<file path="src/rtl/sreg_marshalling_pkg.sv">
// Shared definitions for the byte serializer/deserializer pair.
// Frame length grows by one parity bit when SREG_UNMARSHALLING_PARITY_EN is defined.
package sreg_marshalling_pkg;

   localparam int BYTE_W = 8;

`ifdef SREG_UNMARSHALLING_PARITY_EN
   localparam int FRAME_LEN = BYTE_W + 1;
`else
   localparam int FRAME_LEN = BYTE_W;
`endif

   localparam int CNT_W = 4;

   typedef enum logic {
      IDLE  = 1'b0,
      SHIFT = 1'b1
   } sreg_state_e;

endpackage

</file>
<file path="src/rtl/sreg_unmarshalling.sv">
// Byte-to-serial shifter with a valid/ready byte input and gapless back-to-back frames.
// Define SREG_UNMARSHALLING_PARITY_EN to append an even-parity bit after the data bits.
import sreg_marshalling_pkg::*;

module sreg_unmarshalling #(
   parameter bit LSB_FIRST = 1'b1
) (
   input  logic              clk,
   input  logic              rst,
   input  logic [BYTE_W-1:0] byte_in,
   input  logic              byte_valid,
   output logic              byte_ready,
   output logic              serial_out,
   output logic              frame_start,
   output logic              busy,
   output sreg_state_e       state_o
);

   // Handshake: a byte moves on a rising edge where byte_valid and byte_ready are both 1;
   // the producer holds byte_valid/byte_in steady until that edge, rst drops the transfer.

   sreg_state_e          state_q, state_d;
   logic [CNT_W-1:0]     cnt_q, cnt_d;
   logic [FRAME_LEN-1:0] sreg_q, sreg_d;
   logic [FRAME_LEN-1:0] frame_load;
   logic                 last_bit;
   logic                 accept;

   assign last_bit   = (state_q == SHIFT) && (cnt_q == CNT_W'(FRAME_LEN - 1));
   assign byte_ready = !rst && ((state_q == IDLE) || last_bit);
   assign accept     = byte_valid && byte_ready;

   // The frame is laid out in shift order so the outgoing bit is always at one end.
   always_comb begin
`ifdef SREG_UNMARSHALLING_PARITY_EN
      if (LSB_FIRST) frame_load = {^byte_in, byte_in};
      else           frame_load = {byte_in, ^byte_in};
`else
      frame_load = byte_in;
`endif
   end

   always_comb begin
      state_d = state_q;
      cnt_d   = cnt_q;
      sreg_d  = sreg_q;
      case (state_q)
         IDLE: begin
            if (accept) begin
               state_d = SHIFT;
               cnt_d   = '0;
               sreg_d  = frame_load;
            end
         end
         SHIFT: begin
            if (accept) begin
               cnt_d  = '0;
               sreg_d = frame_load;
            end else if (last_bit) begin
               state_d = IDLE;
               cnt_d   = '0;
               sreg_d  = '0;
            end else begin
               cnt_d  = cnt_q + CNT_W'(1);
               sreg_d = LSB_FIRST ? (sreg_q >> 1) : (sreg_q << 1);
            end
         end
         default: begin
            state_d = IDLE;
            cnt_d   = '0;
            sreg_d  = '0;
         end
      endcase
   end

   always_ff @(posedge clk) begin
      if (rst) begin
         state_q <= IDLE;
         cnt_q   <= '0;
         sreg_q  <= '0;
      end else begin
         state_q <= state_d;
         cnt_q   <= cnt_d;
         sreg_q  <= sreg_d;
      end
   end

   assign busy        = (state_q == SHIFT);
   assign frame_start = (state_q == SHIFT) && (cnt_q == '0);
   assign serial_out  = (state_q == SHIFT) &&
                        (LSB_FIRST ? sreg_q[0] : sreg_q[FRAME_LEN-1]);
   assign state_o     = state_q;

endmodule
</file>
<file path="config.mk">
export PLATFORM = sky130hd
export DESIGN_NAME = sreg_unmarshalling
export DESIGN_NICKNAME = d
export VERILOG_FILES = /design/src/rtl/sreg_marshalling_pkg.sv /design/src/rtl/sreg_unmarshalling.sv
export SDC_FILE = /design/constraint.sdc
export NUM_CORES = 1
export LEC_CHECK = 0
export BUFFER_PORTS_ARGS = -buffer_cell sky130_fd_sc_hd__buf_2
export CAP_MARGIN = 20
export CORE_MARGIN = 2
export CORE_UTILIZATION = 30
export CTS_BUF_LIST = sky130_fd_sc_hd__clkbuf_16
export CTS_CLUSTER_SIZE = 8
export DETAILED_ROUTE_END_ITERATION = 7
export GPL_TIMING_DRIVEN = 0
export PLACE_DENSITY = 0.48
export SYNTH_ARGS = -nofsm -noshare
export SYNTH_HDL_FRONTEND = slang
export SYNTH_SLANG_ARGS = --single-unit
</file>
<file path="constraint.sdc">
create_clock -name clk -period 2.5 [get_ports clk]
set_input_delay 0.375 -clock clk [delete_from_list [all_inputs] [get_ports clk]]
set_output_delay 0.375 -clock clk [all_outputs]
set_load 0.02 [all_outputs]
</file>
==> results of run 1 <==
[metrics by stage]
stage,worst slack [ns],std cells,hold slack (ns)
finish,0.6657,126,0.3598
global route,0.5544,126,0.3684
CTS,0.6562,126,0.3614
detailed placement,0.9221,122,0.4576
global placement,0.9134,122,0.4527
floorplan,0.7705,79,0.4348
[worst reg2reg max path: stages (launching register included)]
cell and delay [ns]:
dfxtp_1 0.37, ha_1 0.26, nand3b_4 0.10, buf_4 0.18, a32oi_1 0.23, a21oi_1 0.09
[final timing paths]
kind	startpoint	endpoint	slack, ns	cells past startpoint
setup / recovery	cnt_q[0]$_SDFFE_PP0P_	byte_ready	0.67	5
hold / removal	rst	sreg_q[7]$_SDFFE_PP0P_	0.36	2
setup reg to reg	cnt_q[0]$_SDFFE_PP0P_	sreg_q[4]$_SDFFE_PP0P_	1.14	5
hold reg to reg	sreg_q[7]$_SDFFE_PP0P_	sreg_q[7]$_SDFFE_PP0P_	0.46	2
[flip-flops by register name, indices dropped and copies added (netlist names)]
name / cells
busy: 1
cnt_q: 4
sreg_q: 8
[kinds of logic after synthesis]
kind of cell	Yosys count	share of synthesized area, %
compound gates	31	31.40
fa+ha+maj	2	3.629
buf+inv	11	9.437
flops	13	37.75
simple gates	22	17.79
[per-layer routing]
metal / wire length, um / part of all wire (%)
met5: 0 / 0
met4: 16 / 1.0
met3: 72 / 4.6
met2: 713 / 45
met1: 780 / 49
[cells in the final DEF, fill, tap and decap left out]
master and n:
a211oi_1 1, buf_6 1, dfxtp_1 13, nor2_1 2, a2bb2oi_1 1, and2_1 1
clkinv_2 1, nor2_2 1, nor2b_1 1, a21oi_2 1, buf_4 3, o21ai_0 1
a32oi_1 8, a21oi_1 10, nand4b_1 1, buf_2 19, nand3b_4 1, clkbuf_1 1
and3_1 1, nand3b_1 2, a21o_1 8, clkbuf_16 3, a31oi_1 1, nand2_1 11
inv_1 2, ha_1 2, nor3_1 1
[synth_stat cells]
library cell,count
a2bb2oi_1,1
nor2_2,1
buf_4,3
buf_2,4
and3_1,1
a21o_1,8
a21oi_2,1
nand3b_1,2
clkbuf_1,1
and2_1,1
inv_1,2
nand3b_4,1
nor2_1,2
dfxtp_1,13
nand2_1,11
a211oi_1,1
o21ai_0,1
nor3_1,1
a32oi_1,8
ha_1,2
nand4b_1,1
buf_6,1
nor2b_1,1
a31oi_1,1
a21oi_1,10
[power groups by stage]
stage	Sequential (W)	Clock (W)	Combinational, W
after global placement	0.000228	0	0.0000715
after CTS	0.000224	0.000312	0.0000725
after detailed placement	0.000228	0	0.0000723
final	0.000225	0.000302	0.0000721
after global routing	0.000226	0.000320	0.0000810
after floorplan	0.000228	0	0.0000480
[cell type report]
class | count | area, um2
inverters | 2 | 7.507
well taps | 28 | 35.03
clock inverters | 1 | 5.005
plain buffers | 9 | 57.56
multi-input cells | 55 | 364.1
clock buffers | 3 | 75.07
flip-flops and latches | 13 | 260.3
fillers | 227 | 1311
repair buffers | 15 | 75.07
==> run metrics, run 1 <==
part of the total power dissipated in sequential elements=37.5%; met3 capacity usage during global routing=6.034%; hold violation count in the final report=0; Critical Path, Cell by Cell=ha_1 > nand3b_4 > buf_4 > a21oi_1 > buf_2; number of hold buffers added after CTS=0; post-layout total power=0.0005988 W; Die ar.=around 2700 um2; initial antenna violation count=0; setup bufs post-CTS=0; post-cts gate resize count=0; final WL=~1600 um; overall fraction of global-route tracks in use=13.47%; leakage power of the design=roughly 0.41 nW; highest clock frequency the design can meet=between 0.5 and 0.6 GHz; Worst IR Drop VDD=approximately 540 uV; clk_lat worst skew=roughly 0.24 ns; Avg Inst Size Synth=8.727 um2; CTS tree=built; stage delay of the slowest cell on the critical path=0.37 ns; CTS Buf Count=3; Data arrival, critical path=~1.5 ns; routed length per instance=12.56 um; area growth from synthesis to final layout=27.59%; CP delay by family, top=flip-flops; DR vias/cell=5.119; total count of max-transition violations in the final report=0; normalized max-slew margin=66.90%; horizontal die dimension=51.94 um; Final Instance Area=879.6 um2; clock slew seen by the registers of the worst setup and hold paths=0.05 ns; standard-cell row count=17; Syn Nets=92; total internal power=0.0004622 W; global-route wire length before repair=2580 um; Initial Util=31.47%; Critical Setup Path Class=reg -> out; # H-tree levels=1; synthesized flop and latch total=13; number of clock sinks=13; Most Crowded Layer GR=met1; post-route setup TNS=0 ns; proportion of total power due to net switching=22.82%; Seq/Total Area, Yosys=37.75%; global routing met1 resource utilization=18.21%; DR iter-0 viols=15; type of destination of the critical path=output pin; Final Util=40.15%; drc violations=0; Area contributors post-synth=dfxtp_1 38%, a32oi_1 10%, a21o_1 8.7%, a21oi_1 7.3%, nand2_1 6.0%; proportion of netlist area held by the largest area contributor=between 30% and 40%; outcome=complete, no violations; post-synthesis cell type with the largest combined area=dfxtp_1; power share of the clock group=roughly half; clock root buffer=clkbuf_16; post-route fraction of the period consumed by the critical path=between 70 and 80%; overflow left after global routing=0; required time worst endpoint=2.12 ns; vertical die dimension=51.94 um; pin count of the biggest net entering global routing=11; kind of path behind the tightest hold check=in -> reg; number of setup violations in the final report=0; routed vias=645; Max-cap violations=0; Antenna Diode Count=0; layout cells sized above 1=30.61%; Logic pwr share=12.0%; Port Buffers=15; CP bufs+invs=2; buffer levels on the longest clock path=2; library cell contributing the largest single delay on the critical path=dfxtp_1; core outline area=2191 um2; kind of start point of the critical path=flip-flop; placement-stage cell area=799.5 um2; actual slew at the worst max-slew pin=just under 0.5 ns; Post-DP HPWL=1061 um; final worst clock skew=approximately 0.0019 ns; detailed-routing iteration count for the pre-antenna-repair pass=4; clock period minus worst slack=1.834 ns; Antenna Nets Post-Route=0; RSZ-0062 raised after global routing=no; synthesis warning total=0; Global Route met2 Usage=17.72%; last weighted congestion value of the routability-driven placer=0.7102; net count of the finished layout=112; areal power density over the cells=680.8 nW/um2; via count of the first global-routing pass=540; maximum fanout along the worst path=10; number of library cell types mapped by synthesis=25; post-synthesis instance total=79; Cell Area, Synth=689.4 um2; # IOs=16; sw power=between 0.0001 and 0.00015 W
Note: power is estimated with default switching activity, not from simulation.
==> run 2: changes to the inputs <==
Settings changed: PLACE_DENSITY 0.48 to 0.49.
Clock period 2.5 ns to 1.5 ns, I/O delays scaled along.
==> run metrics, run 2 (synthesis results as in run 1) <==
post-layout total power=0.0009915 W; CTS tree=built; register with the highest flop count=sreg_q; Die ar.=2697 um2; Data arrival, critical path=between 1 and 1.5 ns; kind of start point of the critical path=flip-flop; DR iter-0 viols=17; leakage power of the design=0.4382 nW; routed length per instance=12.00 um; Final Util=between 40% and 50%; hold violation count in the final report=0; detailed-routing iteration count for the pre-antenna-repair pass=4; worst setup slack before clock tree synthesis=about 0.032 ns; number of setup violations in the final report=0; outcome=complete, no violations; overflow left after global routing=0; clk_lat worst skew=0.24 ns; via count of the first global-routing pass=598; standard-cell row count=17; Max-cap violations=0; routed vias=654; # H-tree levels=1; layout cells sized above 1=36.63%; Largest register FFs=8; sw power=0.0002202 W; core outline area=2191 um2; power share of the clock group=49.4%; most frequent cells in the layout=16 x buf_2, 11 x nand2_1, 11 x dfxtp_1; part of the total power dissipated in sequential elements=~38%; net count of the finished layout=115; kind of path behind the tightest hold check=in -> reg; final worst clock skew=0.001708 ns; actual slew at the worst max-slew pin=0.5319 ns; last weighted congestion value of the routability-driven placer=about 0.74; areal power density over the cells=1033 nW/um2; number of clock sinks=13; buffer levels on the longest clock path=2; normalized max-slew margin=64.54%; Worst IR Drop VDD=624.0 uV; drc violations=0; Logic pwr share=12.8%; final WL=1548 um; required time worst endpoint=roughly 1.3 ns; total internal power=0.0007713 W; worst setup margin=0.04739 ns; pin count of the biggest net entering global routing=19; clock slew seen by the registers of the worst setup and hold paths=0.04 ns; leading cell type in the layout, fill and taps excluded=buf_2; vertical die dimension=about 52 um; Antenna Nets Post-Route=0; Critical Setup Path Class=reg -> out; global-route wire length before repair=2587 um; DR vias/cell=5.070; Port Buffers=15; area growth from synthesis to final layout=39.20%; highest clock frequency the design can meet=just under 0.7 GHz; proportion of total power due to net switching=22.21%; Initial Util=31.47%; post-route fraction of the period consumed by the critical path=96.84%; type of destination of the critical path=output pin; horizontal die dimension=roughly 52 um; Antenna Diode Count=0; Post-DP HPWL=1128 um; # IOs=16; total count of max-transition violations in the final report=0; minimum hold slack=between 0.2 and 0.25 ns; initial antenna violation count=0; maximum fanout along the worst path=4; clock period minus worst slack=1.453 ns; clock root buffer=clkbuf_16; overall fraction of global-route tracks in use=13.30%; CTS Buf Count=3
## run 2: changes by cell type in the layout (fill, tap and decap cells not counted), sizes merged
cell and delta:
inv +1, clkinv -1, buf +3
## run 2: power by group through the flow
| stage | combinational [W] | clock, W | sequential, W |
|---|---|---|---|
| final | 0.000127 | 0.000490 | 0.000375 |
| after global routing | 0.000140 | 0.000527 | 0.000376 |
| after floorplan | 0.0000808 | 0 | 0.000380 |
| after detailed placement | 0.000120 | 0 | 0.000380 |
| after CTS | 0.000122 | 0.000496 | 0.000375 |
| after global placement | 0.000121 | 0 | 0.000380 |
## run 2: worst max-delay path, stage by stage (launching register included)
cell and delay [ns]:
dfxtp_4 0.36, ha_4 0.15, nand3b_4 0.09, buf_8 0.14, a21oi_4 0.11, buf_6 0.13
## run 2: final cells by class
| class | instances | area, um2 |
|---|---|---|
| flip-flops and latches | 13 | 267.8 |
| multi-input cells | 55 | 392.9 |
| inverters | 2 | 7.507 |
| plain buffers | 8 | 66.31 |
| clock buffers | 3 | 75.07 |
| fillers | 235 | 1231 |
| repair buffers | 19 | 111.4 |
| clock inverters | 1 | 3.754 |
| well taps | 28 | 35.03 |
## run 2: worst paths after layout
check                          from                     end  slack (ns)  depth (start not counted)
max reg2reg   cnt_q[0]$_SDFFE_PP0P_  sreg_q[3]$_SDFFE_PP0P_        0.17                          6
min                             rst  sreg_q[7]$_SDFFE_PP0P_        0.21                          2
max           cnt_q[0]$_SDFFE_PP0P_              byte_ready        0.05                          5
min reg2reg  sreg_q[7]$_SDFFE_PP0P_  sreg_q[7]$_SDFFE_PP0P_        0.46                          2
## run 2: per-layer routing
layer  share of wire, %  global-route usage, %  vias up  wire length, um
li1                   -                      -      331                -
met1                 45                  14.74      299              703
met2                 48                  22.57       19              736
met3                4.8                  4.310        5               74
met4                2.1                  6.579        0               33
met5                  0                      0        -                0
## run 2: what timing repair did
action	4_1_cts	5_1_grt
hold buffers	0	0
gates resized for setup	8	7
buffers inserted	1	3
endpoints found under the setup margin	3	3
pin swaps	2	1
## run 2: per-stage QoR
stage	setup TNS (ns)	area, um2	cells
6_report	0	959.7	129
2_1_floorplan	0	694.4	79
3_5_place_dp	0	804.5	122
3_3_place_gp	0	804.5	122
5_1_grt	-0.0006162	959.7	129
4_1_cts	-0.01331	913.4	126
